**src/rtl/ram_arbiter_pkg.sv**
```systemverilog
// Shared definitions for the two-requester ram arbiter: FSM encoding and
// default ram geometry.
package ram_arbiter_pkg;

    typedef enum logic [1:0] {
        ST_IDLE  = 2'd0,
        ST_ISSUE = 2'd1,
        ST_RDATA = 2'd2
    } state_t;

    localparam int RAM_ADDR_W = 8;
    localparam int RAM_DATA_W = 64;

endpackage

```
**src/rtl/ram_arbiter_rr_pick2.sv**
```systemverilog
// Combinational 2-way round-robin picker: on a tie the requester that did
// not own the ram last time wins.
module rr_pick2 (
    input  logic [1:0] req,
    input  logic       last_owner,
    output logic       valid,
    output logic       winner
);

    assign valid  = |req;
    assign winner = (req == 2'b11) ? ~last_owner : req[1];

endmodule

```
**src/rtl/ram_arbiter.sv**
```systemverilog
// Round-robin arbiter and access sequencer for a single-port ram shared by
// two client engines. All ram-facing outputs are registered.
module ram_arbiter
    import ram_arbiter_pkg::*;
#(
    parameter int ADDR_W = RAM_ADDR_W,
    parameter int DATA_W = RAM_DATA_W
) (
    input  logic              clk,
    input  logic              reset_n,
    input  logic              m0_req,
    input  logic              m0_wen,
    input  logic [ADDR_W-1:0] m0_addr,
    input  logic [DATA_W-1:0] m0_din,
    output logic              m0_gnt,
    output logic              m0_rvalid,
    output logic [DATA_W-1:0] m0_dout,
    input  logic              m1_req,
    input  logic              m1_wen,
    input  logic [ADDR_W-1:0] m1_addr,
    input  logic [DATA_W-1:0] m1_din,
    output logic              m1_gnt,
    output logic              m1_rvalid,
    output logic [DATA_W-1:0] m1_dout,
    output logic              cen,
    output logic              wen,
    output logic [ADDR_W-1:0] s_addr,
    output logic [DATA_W-1:0] s_din,
    input  logic [DATA_W-1:0] s_dout
);

    state_t              state_reg, state_next;
    logic                cen_reg, cen_next;
    logic                wen_reg, wen_next;
    logic [ADDR_W-1:0]   s_addr_reg, s_addr_next;
    logic [DATA_W-1:0]   s_din_reg, s_din_next;
    logic                owner_reg, owner_next;
    logic                last_owner_reg, last_owner_next;

    logic                pick_valid;
    logic                pick_winner;

    rr_pick2 u_pick (
        .req        ({m1_req, m0_req}),
        .last_owner (last_owner_reg),
        .valid      (pick_valid),
        .winner     (pick_winner)
    );

    always_ff @(posedge clk) begin
        if (!reset_n) begin
            state_reg      <= ST_IDLE;
            cen_reg        <= 1'b0;
            wen_reg        <= 1'b0;
            s_addr_reg     <= '0;
            s_din_reg      <= '0;
            owner_reg      <= 1'b0;
            last_owner_reg <= 1'b1;
        end else begin
            state_reg      <= state_next;
            cen_reg        <= cen_next;
            wen_reg        <= wen_next;
            s_addr_reg     <= s_addr_next;
            s_din_reg      <= s_din_next;
            owner_reg      <= owner_next;
            last_owner_reg <= last_owner_next;
        end
    end

    // cen/wen default low so every access is exactly one ram cycle; address
    // and data hold their last latched values between accesses.
    always_comb begin
        state_next      = state_reg;
        cen_next        = 1'b0;
        wen_next        = 1'b0;
        s_addr_next     = s_addr_reg;
        s_din_next      = s_din_reg;
        owner_next      = owner_reg;
        last_owner_next = last_owner_reg;
        case (state_reg)
            ST_IDLE: begin
                if (pick_valid) begin
                    state_next      = ST_ISSUE;
                    cen_next        = 1'b1;
                    wen_next        = pick_winner ? m1_wen  : m0_wen;
                    s_addr_next     = pick_winner ? m1_addr : m0_addr;
                    s_din_next      = pick_winner ? m1_din  : m0_din;
                    owner_next      = pick_winner;
                    last_owner_next = pick_winner;
                end
            end
            ST_ISSUE: state_next = wen_reg ? ST_IDLE : ST_RDATA;
            ST_RDATA: state_next = ST_IDLE;
            default:  state_next = ST_IDLE;
        endcase
    end

    logic [1:0]        gnt_vec;
    logic [1:0]        rvalid_vec;
    logic [DATA_W-1:0] dout_arr [2];

    for (genvar gi = 0; gi < 2; gi++) begin : g_req
        assign gnt_vec[gi]    = (state_reg == ST_ISSUE) && (owner_reg == 1'(gi));
        assign rvalid_vec[gi] = (state_reg == ST_RDATA) && (owner_reg == 1'(gi));
        assign dout_arr[gi]   = rvalid_vec[gi] ? s_dout : '0;
    end

    assign m0_gnt    = gnt_vec[0];
    assign m1_gnt    = gnt_vec[1];
    assign m0_rvalid = rvalid_vec[0];
    assign m1_rvalid = rvalid_vec[1];
    assign m0_dout   = dout_arr[0];
    assign m1_dout   = dout_arr[1];

    assign cen    = cen_reg;
    assign wen    = wen_reg;
    assign s_addr = s_addr_reg;
    assign s_din  = s_din_reg;

endmodule

```
**config.mk**
```make
export PLATFORM = sky130hd
export DESIGN_NAME = ram_arbiter
export DESIGN_NICKNAME = d
export VERILOG_FILES = /design/src/rtl/ram_arbiter_pkg.sv /design/src/rtl/ram_arbiter_rr_pick2.sv /design/src/rtl/ram_arbiter.sv
export SDC_FILE = /design/constraint.sdc
export NUM_CORES = 1
export LEC_CHECK = 0
export BUFFER_PORTS_ARGS = -buffer_cell sky130_fd_sc_hd__clkbuf_2
export CORE_AREA = 2 2 165 167
export CTS_BUF_LIST = sky130_fd_sc_hd__clkbuf_8
export CTS_CLUSTER_SIZE = 25
export DETAILED_ROUTE_END_ITERATION = 7
export DIE_AREA = 0 0 167 169
export PLACE_DENSITY = 0.42
export SLEW_MARGIN = 0
export SYNTH_ARGS = -nofsm -noshare
export SYNTH_HDL_FRONTEND = slang
export SYNTH_SLANG_ARGS = --single-unit
```
**constraint.sdc**
```tcl
create_clock -name clk -period 2.1 [get_ports clk]
set_input_delay 0.105 -clock clk [delete_from_list [all_inputs] [get_ports clk]]
set_output_delay 0.105 -clock clk [all_outputs]
set_load 0.02 [all_outputs]
```
==> results.md, run 1 <==
* Endpoint of the most critical register-to-register path: s_din[47]$_SDFFE_PN0P_
* Status: finished, final reports clean
* Cell count after synthesis at 578
* Worst Min Path Start: m1_addr[0]
* Via count of the first global-routing pass at between 6000 and 7000
* # placed instances at about 1300
* Depth of the worst hold-timing path at 3
* Worst-margin pin slew at roughly 470 ps
* Synth Warn # at 0
* Area after detailed placement at around 7200 µm²
* Die Area at roughly 28000 µm²
* Worst voltage drop across the vdd grid at about 0.00036 V
* RSZ-0062 raised after global routing: false
* Setup-violating endpoint count in the final report at 0
* Fraction of the yosys area taken by sequential cells at 0.325
* Initial antenna violation count at 8
* Netlist Area Pre-Place at roughly 4800 µm²
* Die span in y at ~170 µm
* Slowest CP cell: sky130_fd_sc_hd__dlygate4sd3_1
* Post-route setup TNS at 0 ps
* Clock tree skew after final layout at between 10 and 15 ps
* Clock tree root driver cell: sky130_fd_sc_hd__clkbuf_8
* CTS HTree Levels at 3
* Number of buffers created by CTS at 9
* Fill cell count at around 2800
* R2r setup slk at ~110 ps
* Via count of the routed design at ~6000
* Start-to-end type of the worst setup path: reg2reg
* Fin area at around 8700 µm²
* Period utilisation layout at 0.948
* Starting Density at 0.181
* Achievable Freq at 502 MHz
* Reg-to-Reg Start: state_reg[0]$_SDFFE_PN0P_
* Chip Width at between 150 and 200 µm
* Min-delay worst type: in2reg
* Buffers added on ports at about 420
* Worst-case reg-to-reg path depth at 5
* Setup crit start: state_reg[0]$_SDFFE_PN0P_
* Sequence of cells on the critical path: nor2_4, and2_4, buf_6, a311oi_1, dlygate4sd3_1
* Register bit total from synthesis at 78
* Number of DRC violations after detailed routing at 0
* First-pass GRT wire length at approximately 36000 µm
* Global router's overall resource usage at 0.163
* Synthesis-to-finish area growth at 82.2%
* Net count reported at finish at roughly 1300
* Post-DRT Antenna Nets at 0
* Detail Placement HPWL at between 15000 and 20000 µm
* Final setup slack of the worst path at ~110 ps
* Worst-case headroom to the max-slew limit at 0.686
* Category of the worst setup path capture point: flop
* Synth Area per Inst at about 8.3 µm²
* Average via count per standard cell at 4.26
* Number of detailed-route iterations in the first pass at 4
* Power Dens Cells at between 500 and 600 nW/µm²
* Nature of the critical path startpoint: flop
* Clock Pin Slew Worst Setup and Hold Paths at approximately 100 ps
* Maxcap violations at 0
* Library cells used by synthesis at 23
* Max Buffers Root-to-Sink at 2
* Setup WS pre-CTS at 480 ps
* Non-filler instance count after layout at 1436
* FP Rows at 60
* Minimum clock period at ~2000 ps
* Proportion of layout cells with a drive suffix above 1 at 0.482
* Highest fanout seen on the critical path at 23
* Clock tree from TritonCTS: built
* Weighted congestion reported at the end of routability-driven placement at approximately 0.81
* Total length of routed wires at ~25000 µm
* Area of the multi-input gates at between 2000 and 3000 µm²
* Number of violations reported at the end of detailed-routing iteration 0 at 187
* WL per Instance at approximately 17 µm
* Source-to-sink clock delay at the later pin of the worst-skew pair at 370 ps
* Clk sink count at between 70 and 80
* Total count of hold-check failures in the final report at 0
* Number of buffers inserted by post-CTS setup repair at 0
* Pin count of the biggest net entering global routing at slightly below 80
* Area taken by flip-flops and latches at around 1600 µm²
* Syn nets at between 700 and 800
* Max stage delay on crit path at 570 ps
* Total overflow reported by the global router at 0
* Boundary Pins at 420
* Count of pins over their slew limit at 0
* Cell leakage power at approximately 4.3 nW
* Crit path capture: s_din[47]$_SDFFE_PN0P_
* Max FFs per register at 64
* Worst Path Required at 2370 ps
* Floorplan Core Area at about 27000 µm²
* Data arrival at the endpoint of the critical path at around 2300 ps
==> cells in the final DEF, fill, tap and decap left out, types with 4 or more instances in the layout <==
cell type                         n
sky130_fd_sc_hd__a21oi_1         73
sky130_fd_sc_hd__a311oi_2        70
sky130_fd_sc_hd__and2_1         128
sky130_fd_sc_hd__buf_12           7
sky130_fd_sc_hd__buf_4            4
sky130_fd_sc_hd__clkbuf_2       419
sky130_fd_sc_hd__clkbuf_8         9
sky130_fd_sc_hd__dfxtp_1         77
sky130_fd_sc_hd__dlygate4sd3_1  127
sky130_fd_sc_hd__nand2_1        146
==> metal layers <==
layer	up-vias	share of wire	track usage	wire length, µm
met5	-	0	0	0
met4	0	0.022	0.0558	536
met3	31	0.062	0.0323	1520
met2	259	0.53	0.306	12900
met1	2810	0.39	0.184	9500
li1	3014	-	-	-
==> report_power, final <==
group	switching [W]	internal (W)	total, W
combinational	0.00103	0.000804	0.00184
clock	0.000641	0.000674	0.00131
sequential	0.000102	0.00166	0.00176
total	0.00178	0.00313	0.00491
==> timing repair <==
item | CTS | global route
hold buffers | 127 | 0
setup endpoints to repair | 0 | 9
resized for setup | 0 | 4
endpoints found under the hold margin | 70 | 0
==> cell type report <==
class | instances | area share
Clock inverter | 7 | 0.0110
Clock buffer | 9 | 0.0142
Antenna cell | 3 | 0.000858
Tap cell | 341 | 0.0488
Timing Repair Buffer | 560 | 0.410
Multi-Input combinational cell | 437 | 0.336
Sequential cell | 78 | 0.179
Inverter | 1 | 0.000715
==> kinds of logic (layout without fill, tap and decap cells) <==
logic type             count (synthesis)  after routing  share of synthesized area
AO/OA/AOI/OAI                        151            151                      0.308
buffers and inverters                 63            577                     0.0678
flip-flops                            78             78                      0.325
other                                  0              3                          0
AND/OR/NAND/NOR                      286            286                      0.299
==> cell usage after synthesis, drive strengths merged <==
cell    instances  area (µm²)
nor3b           2        15.0
nor3            1        5.00
and3b           2        17.5
a311oi         72        1070
clkbuf         34         129
or2             1        6.26
nor4b           1        8.76
a21oi          73         365
and3            3        18.8
nand2         146         548
o21a            1        7.51
buf            28         193
dfxtp          78        1560
a21boi          3        22.5
and2          129         807
inv             1        3.75
nor2            1        6.26
a21bo           1        10.0
o21ai           1        5.00
==> how the worst min path moves through the flow <==
stage	end	slack, ps
detailed placement	wen$_SDFF_PN0_	350
floorplan	last_owner_reg$_SDFFE_PN1P_	180
CTS	s_addr[0]$_SDFFE_PN0P_	0.08
global route	s_din[11]$_SDFFE_PN0P_	10
finish	s_addr[0]$_SDFFE_PN0P_	20
global placement	wen$_SDFF_PN0_	350
==> through the flow <==
stage	total power, W	util	hold WS [ps]
global placement	0.00342	0.273	352
global route	0.00518	0.330	14.5
floorplan	0.00278	-	181
CTS	0.00497	0.329	0.0812
detailed placement	0.00342	0.273	348
finish	0.00491	0.330	23.4
==> worst max-delay path, delay by kind of cell (launching register included) <==
kind / cells / cell delay [ps]
flip-flops: 1 / 390
AND/OR/NAND/NOR: 2 / 590
buffers and inverters: 2 / 810
AO/OA/AOI/OAI: 1 / 100
(Power assumes the default switching activity.)
==> inputs of run 2 (changes only) <==
--- a/config.mk
+++ b/config.mk
@@ -5,13 +5,14 @@
 export SDC_FILE = /design/constraint.sdc
 export NUM_CORES = 1
 export LEC_CHECK = 0
+export ABC_AREA = 1
 export BUFFER_PORTS_ARGS = -buffer_cell sky130_fd_sc_hd__clkbuf_2
-export CORE_AREA = 2 2 165 167
+export CORE_AREA = 2 2 164 166
 export CTS_BUF_LIST = sky130_fd_sc_hd__clkbuf_8
 export CTS_CLUSTER_SIZE = 25
 export DETAILED_ROUTE_END_ITERATION = 7
-export DIE_AREA = 0 0 167 169
-export PLACE_DENSITY = 0.42
+export DIE_AREA = 0 0 166 168
+export PLACE_DENSITY = 0.44
 export SLEW_MARGIN = 0
 export SYNTH_ARGS = -nofsm -noshare
 export SYNTH_HDL_FRONTEND = slang
==> results.md, run 2 <==
* Maxcap violations at 0
* Final Power at ~0.0047 W
* Pin count of the biggest net entering global routing at roughly 140
* Post-route setup TNS at 0 ps
* Endpoint of the most critical register-to-register path: wen$_SDFF_PN0_
* Weighted congestion reported at the end of routability-driven placement at a little over 0.8
* Fill cell count at 3104
* Fraction of the core area covered by cells at the end of the flow at 0.300
* First-pass GRT wire length at roughly 37000 µm
* # placed instances at approximately 1600
* Total length of routed wires at between 20000 and 25000 µm
* Clock Pin Slew Worst Setup and Hold Paths at around 90 ps
* Worst-case reg-to-reg path depth at 5
* Library cell with the largest summed area after synthesis: sky130_fd_sc_hd__dfxtp_1
* Chip Width at 166 µm
* Area taken by flip-flops and latches at approximately 1600 µm²
* Data arrival at the endpoint of the critical path at approximately 1700 ps
* R2r setup slk at 290 ps
* Via count of the routed design at about 6800
* RSZ-0062 raised after global routing: false
* Synthesis-to-finish area growth at 50.1%
* Nature of the critical path startpoint: flop
* Number of synthesized flops with an enable pin at 0
* Area after detailed placement at between 7000 and 8000 µm²
* Library cells used by synthesis at 15
* Post-DRT Antenna Nets at 0
* Sequence of cells on the critical path: inv_1, nand3_2, buf_6, nor2_1, clkbuf_2
* Clock tree root driver cell: sky130_fd_sc_hd__clkbuf_8
* Power Dens Cells at between 500 and 600 nW/µm²
* Fraction of the yosys area taken by sequential cells at 0.296
* Biggest area contributors in the synthesized netlist: sky130_fd_sc_hd__dfxtp_1 30%, sky130_fd_sc_hd__nor2_1 20%, sky130_fd_sc_hd__nand2_1 16%, sky130_fd_sc_hd__inv_1 10%, sky130_fd_sc_hd__a21boi_0 8.1%
* Detail Placement HPWL at 19900 µm
* Leading post-synthesis cells by instance count: 276 x sky130_fd_sc_hd__nor2_1, 224 x sky130_fd_sc_hd__nand2_1, 144 x sky130_fd_sc_hd__inv_1
* Commonest non-fill, non-tap cells in the layout: 418 x sky130_fd_sc_hd__clkbuf_2, 276 x sky130_fd_sc_hd__nor2_1, 223 x sky130_fd_sc_hd__nand2_1
* Worst Path Required at ~2000 ps
* Cell count after synthesis at ~950
* Area of the multi-input gates at approximately 2900 µm²
* Die Area at ~28000 µm²
* Syn nets at between 1000 and 1500
* FP Rows at 60
* Count of pins over their slew limit at 0
* WL per Instance at around 15 µm
* Synth Area per Inst at approximately 5.6 µm²
* Async set or reset register ratio after synthesis at 0
* Category of the worst setup path capture point: output pin
* Commonest non-fill, non-tap cell in the layout: sky130_fd_sc_hd__clkbuf_2
* Min-delay worst type: in2reg
* Reg-to-Reg Start: last_owner_reg$_SDFFE_PN1P_
* Achievable Freq at between 500 and 600 MHz
* Number of violations reported at the end of detailed-routing iteration 0 at roughly 240
* Via count of the first global-routing pass at around 6400
* Number of buffers and inverters on the critical path at 3
* Source-to-sink clock delay at the later pin of the worst-skew pair at ~370 ps
* Average via count per standard cell at roughly 4.1
* Max stage delay on crit path at roughly 400 ps
* Proportion of layout cells with a drive suffix above 1 at 0.340
* Netlist Area Pre-Place at between 5000 and 6000 µm²
* Family with the most delay on the worst path: buffers and inverters
* Clock tree from TritonCTS: built
* Slowest CP cell: sky130_fd_sc_hd__dfxtp_1
* Net count reported at finish at approximately 1500
* Worst voltage drop across the vdd grid at between 0.0002 and 0.0003 V
* Setup-violating endpoint count in the final report at 0
* Number of detailed-route iterations in the first pass at 4
* Status: finished, final reports clean
* Minimum clock period at 1810 ps
* Number of buffers created by CTS at 9
* Boundary Pins at 420
* Highest fanout seen on the critical path at 57
* Max FFs per register at 64
* Depth of the worst hold-timing path at 5
* Buffers added on ports at between 400 and 500
* Fin area at between 7000 and 8000 µm²
* Floorplan Core Area at between 20000 and 30000 µm²
* Register bit total from synthesis at 78
* Period utilisation layout at 0.864
* Worst Min Path Start: m1_din[15]
* Non-filler instance count after layout at roughly 1700
* Global router's overall resource usage at 0.173
* Worst-margin pin slew at roughly 570 ps
* Total overflow reported by the global router at 0
* Max Buffers Root-to-Sink at 2
* Die span in y at between 150 and 200 µm
* Synth Warn # at 0
* Clk sink count at 78
* Clock tree skew after final layout at 15.6 ps
* Cell leakage power at 4.82 nW
* Number of DRC violations after detailed routing at 0
* CTS HTree Levels at 3
* Start-to-end type of the worst setup path: reg2out
* Starting Density at 0.200
* Total count of hold-check failures in the final report at 0
* Initial antenna violation count at 9
* Worst Hold Endpoint: s_din[15]$_SDFFE_PN0P_
* Top-area cell type share of the netlist area at 0.296
* Number of buffers inserted by post-CTS setup repair at 0
* Worst-case headroom to the max-slew limit at 0.616
* Most repeated cell in the gate-level netlist after synthesis: sky130_fd_sc_hd__nor2_1
* Leading register cell type out of synthesis: sky130_fd_sc_hd__dfxtp_1
## run 2: changes by cell type in the layout (fill, tap and decap cells not counted), moves of 55 or more
cell                            change
sky130_fd_sc_hd__nor2_1           +276
sky130_fd_sc_hd__inv_1            +143
sky130_fd_sc_hd__and2_1           -128
sky130_fd_sc_hd__dlygate4sd3_1    -125
sky130_fd_sc_hd__nand2_1           +77
sky130_fd_sc_hd__nand3_1           +75
sky130_fd_sc_hd__a21oi_1           -71
sky130_fd_sc_hd__a311oi_2          -70
sky130_fd_sc_hd__a21boi_0          +55
## run 2: worst max-delay path by stage
stage,startpoint,end,slack (ps),depth (start not counted)
final,owner_reg$_SDFFE_PN0P_,m0_dout[62],290,5
after global routing,owner_reg$_SDFFE_PN0P_,m0_dout[0],110,5
after CTS,owner_reg$_SDFFE_PN0P_,m0_dout[59],110,5
after detailed placement,owner_reg$_SDFFE_PN0P_,m0_dout[59],530,5
after global placement,owner_reg$_SDFFE_PN0P_,m0_dout[58],530,5
after floorplan,state_reg[0]$_SDFFE_PN0P_,m0_dout[54],930,5
## run 2: tightest hold or removal path: stages
cell                       delay [ps]
sky130_fd_sc_hd__clkbuf_2          80
sky130_fd_sc_hd__nand3_1           70
sky130_fd_sc_hd__nand2_1           60
sky130_fd_sc_hd__nor2_1            40
sky130_fd_sc_hd__nor2_1            60
## run 2: cell families (layout without fill, tap and decap cells)
family / count (synthesis) / count (layout) / synth area share
simple gates: 579 / 579 / 0.433
other cells: 0 / 7 / 0
buf+inv: 213 / 591 / 0.166
flops: 78 / 78 / 0.296
compound gates: 75 / 75 / 0.105
## run 2: stage by stage
step / worst slack [ps] / hold slack, ps
final: 286 / 71.3
after global placement: 534 / 360
after floorplan: 927 / 247
after detailed placement: 531 / 362
after global routing: 107 / 72.2
after CTS: 112 / 46.8
## run 2: area by class of cell
class / instances / area share
flip-flops and latches: 78 / 0.197
clock inverters: 4 / 0.00918
multi-input cells: 654 / 0.362
diodes: 7 / 0.00222
clock buffers: 10 / 0.0174
repair buffers: 433 / 0.289
well taps: 341 / 0.0540
inverters: 144 / 0.0684
## run 2: what timing repair did
item                                    CTS  global route
endpoints found under the setup margin    0            49
hold endpoints to repair                  1             0
hold buffers                              2             0
resized for setup                         0             1
## run 2: metal layers
metal  GRT usage  routed length (µm)
met1       0.189                9780
met2       0.297               12200
met3      0.0435                1510
met4       0.114                1160
met5           0                   0
## run 2: report_power, final
group,switching (W),internal (W)
clock,0.000578,0.000687
combinational,0.00111,0.000615
sequential,0.0000907,0.00166
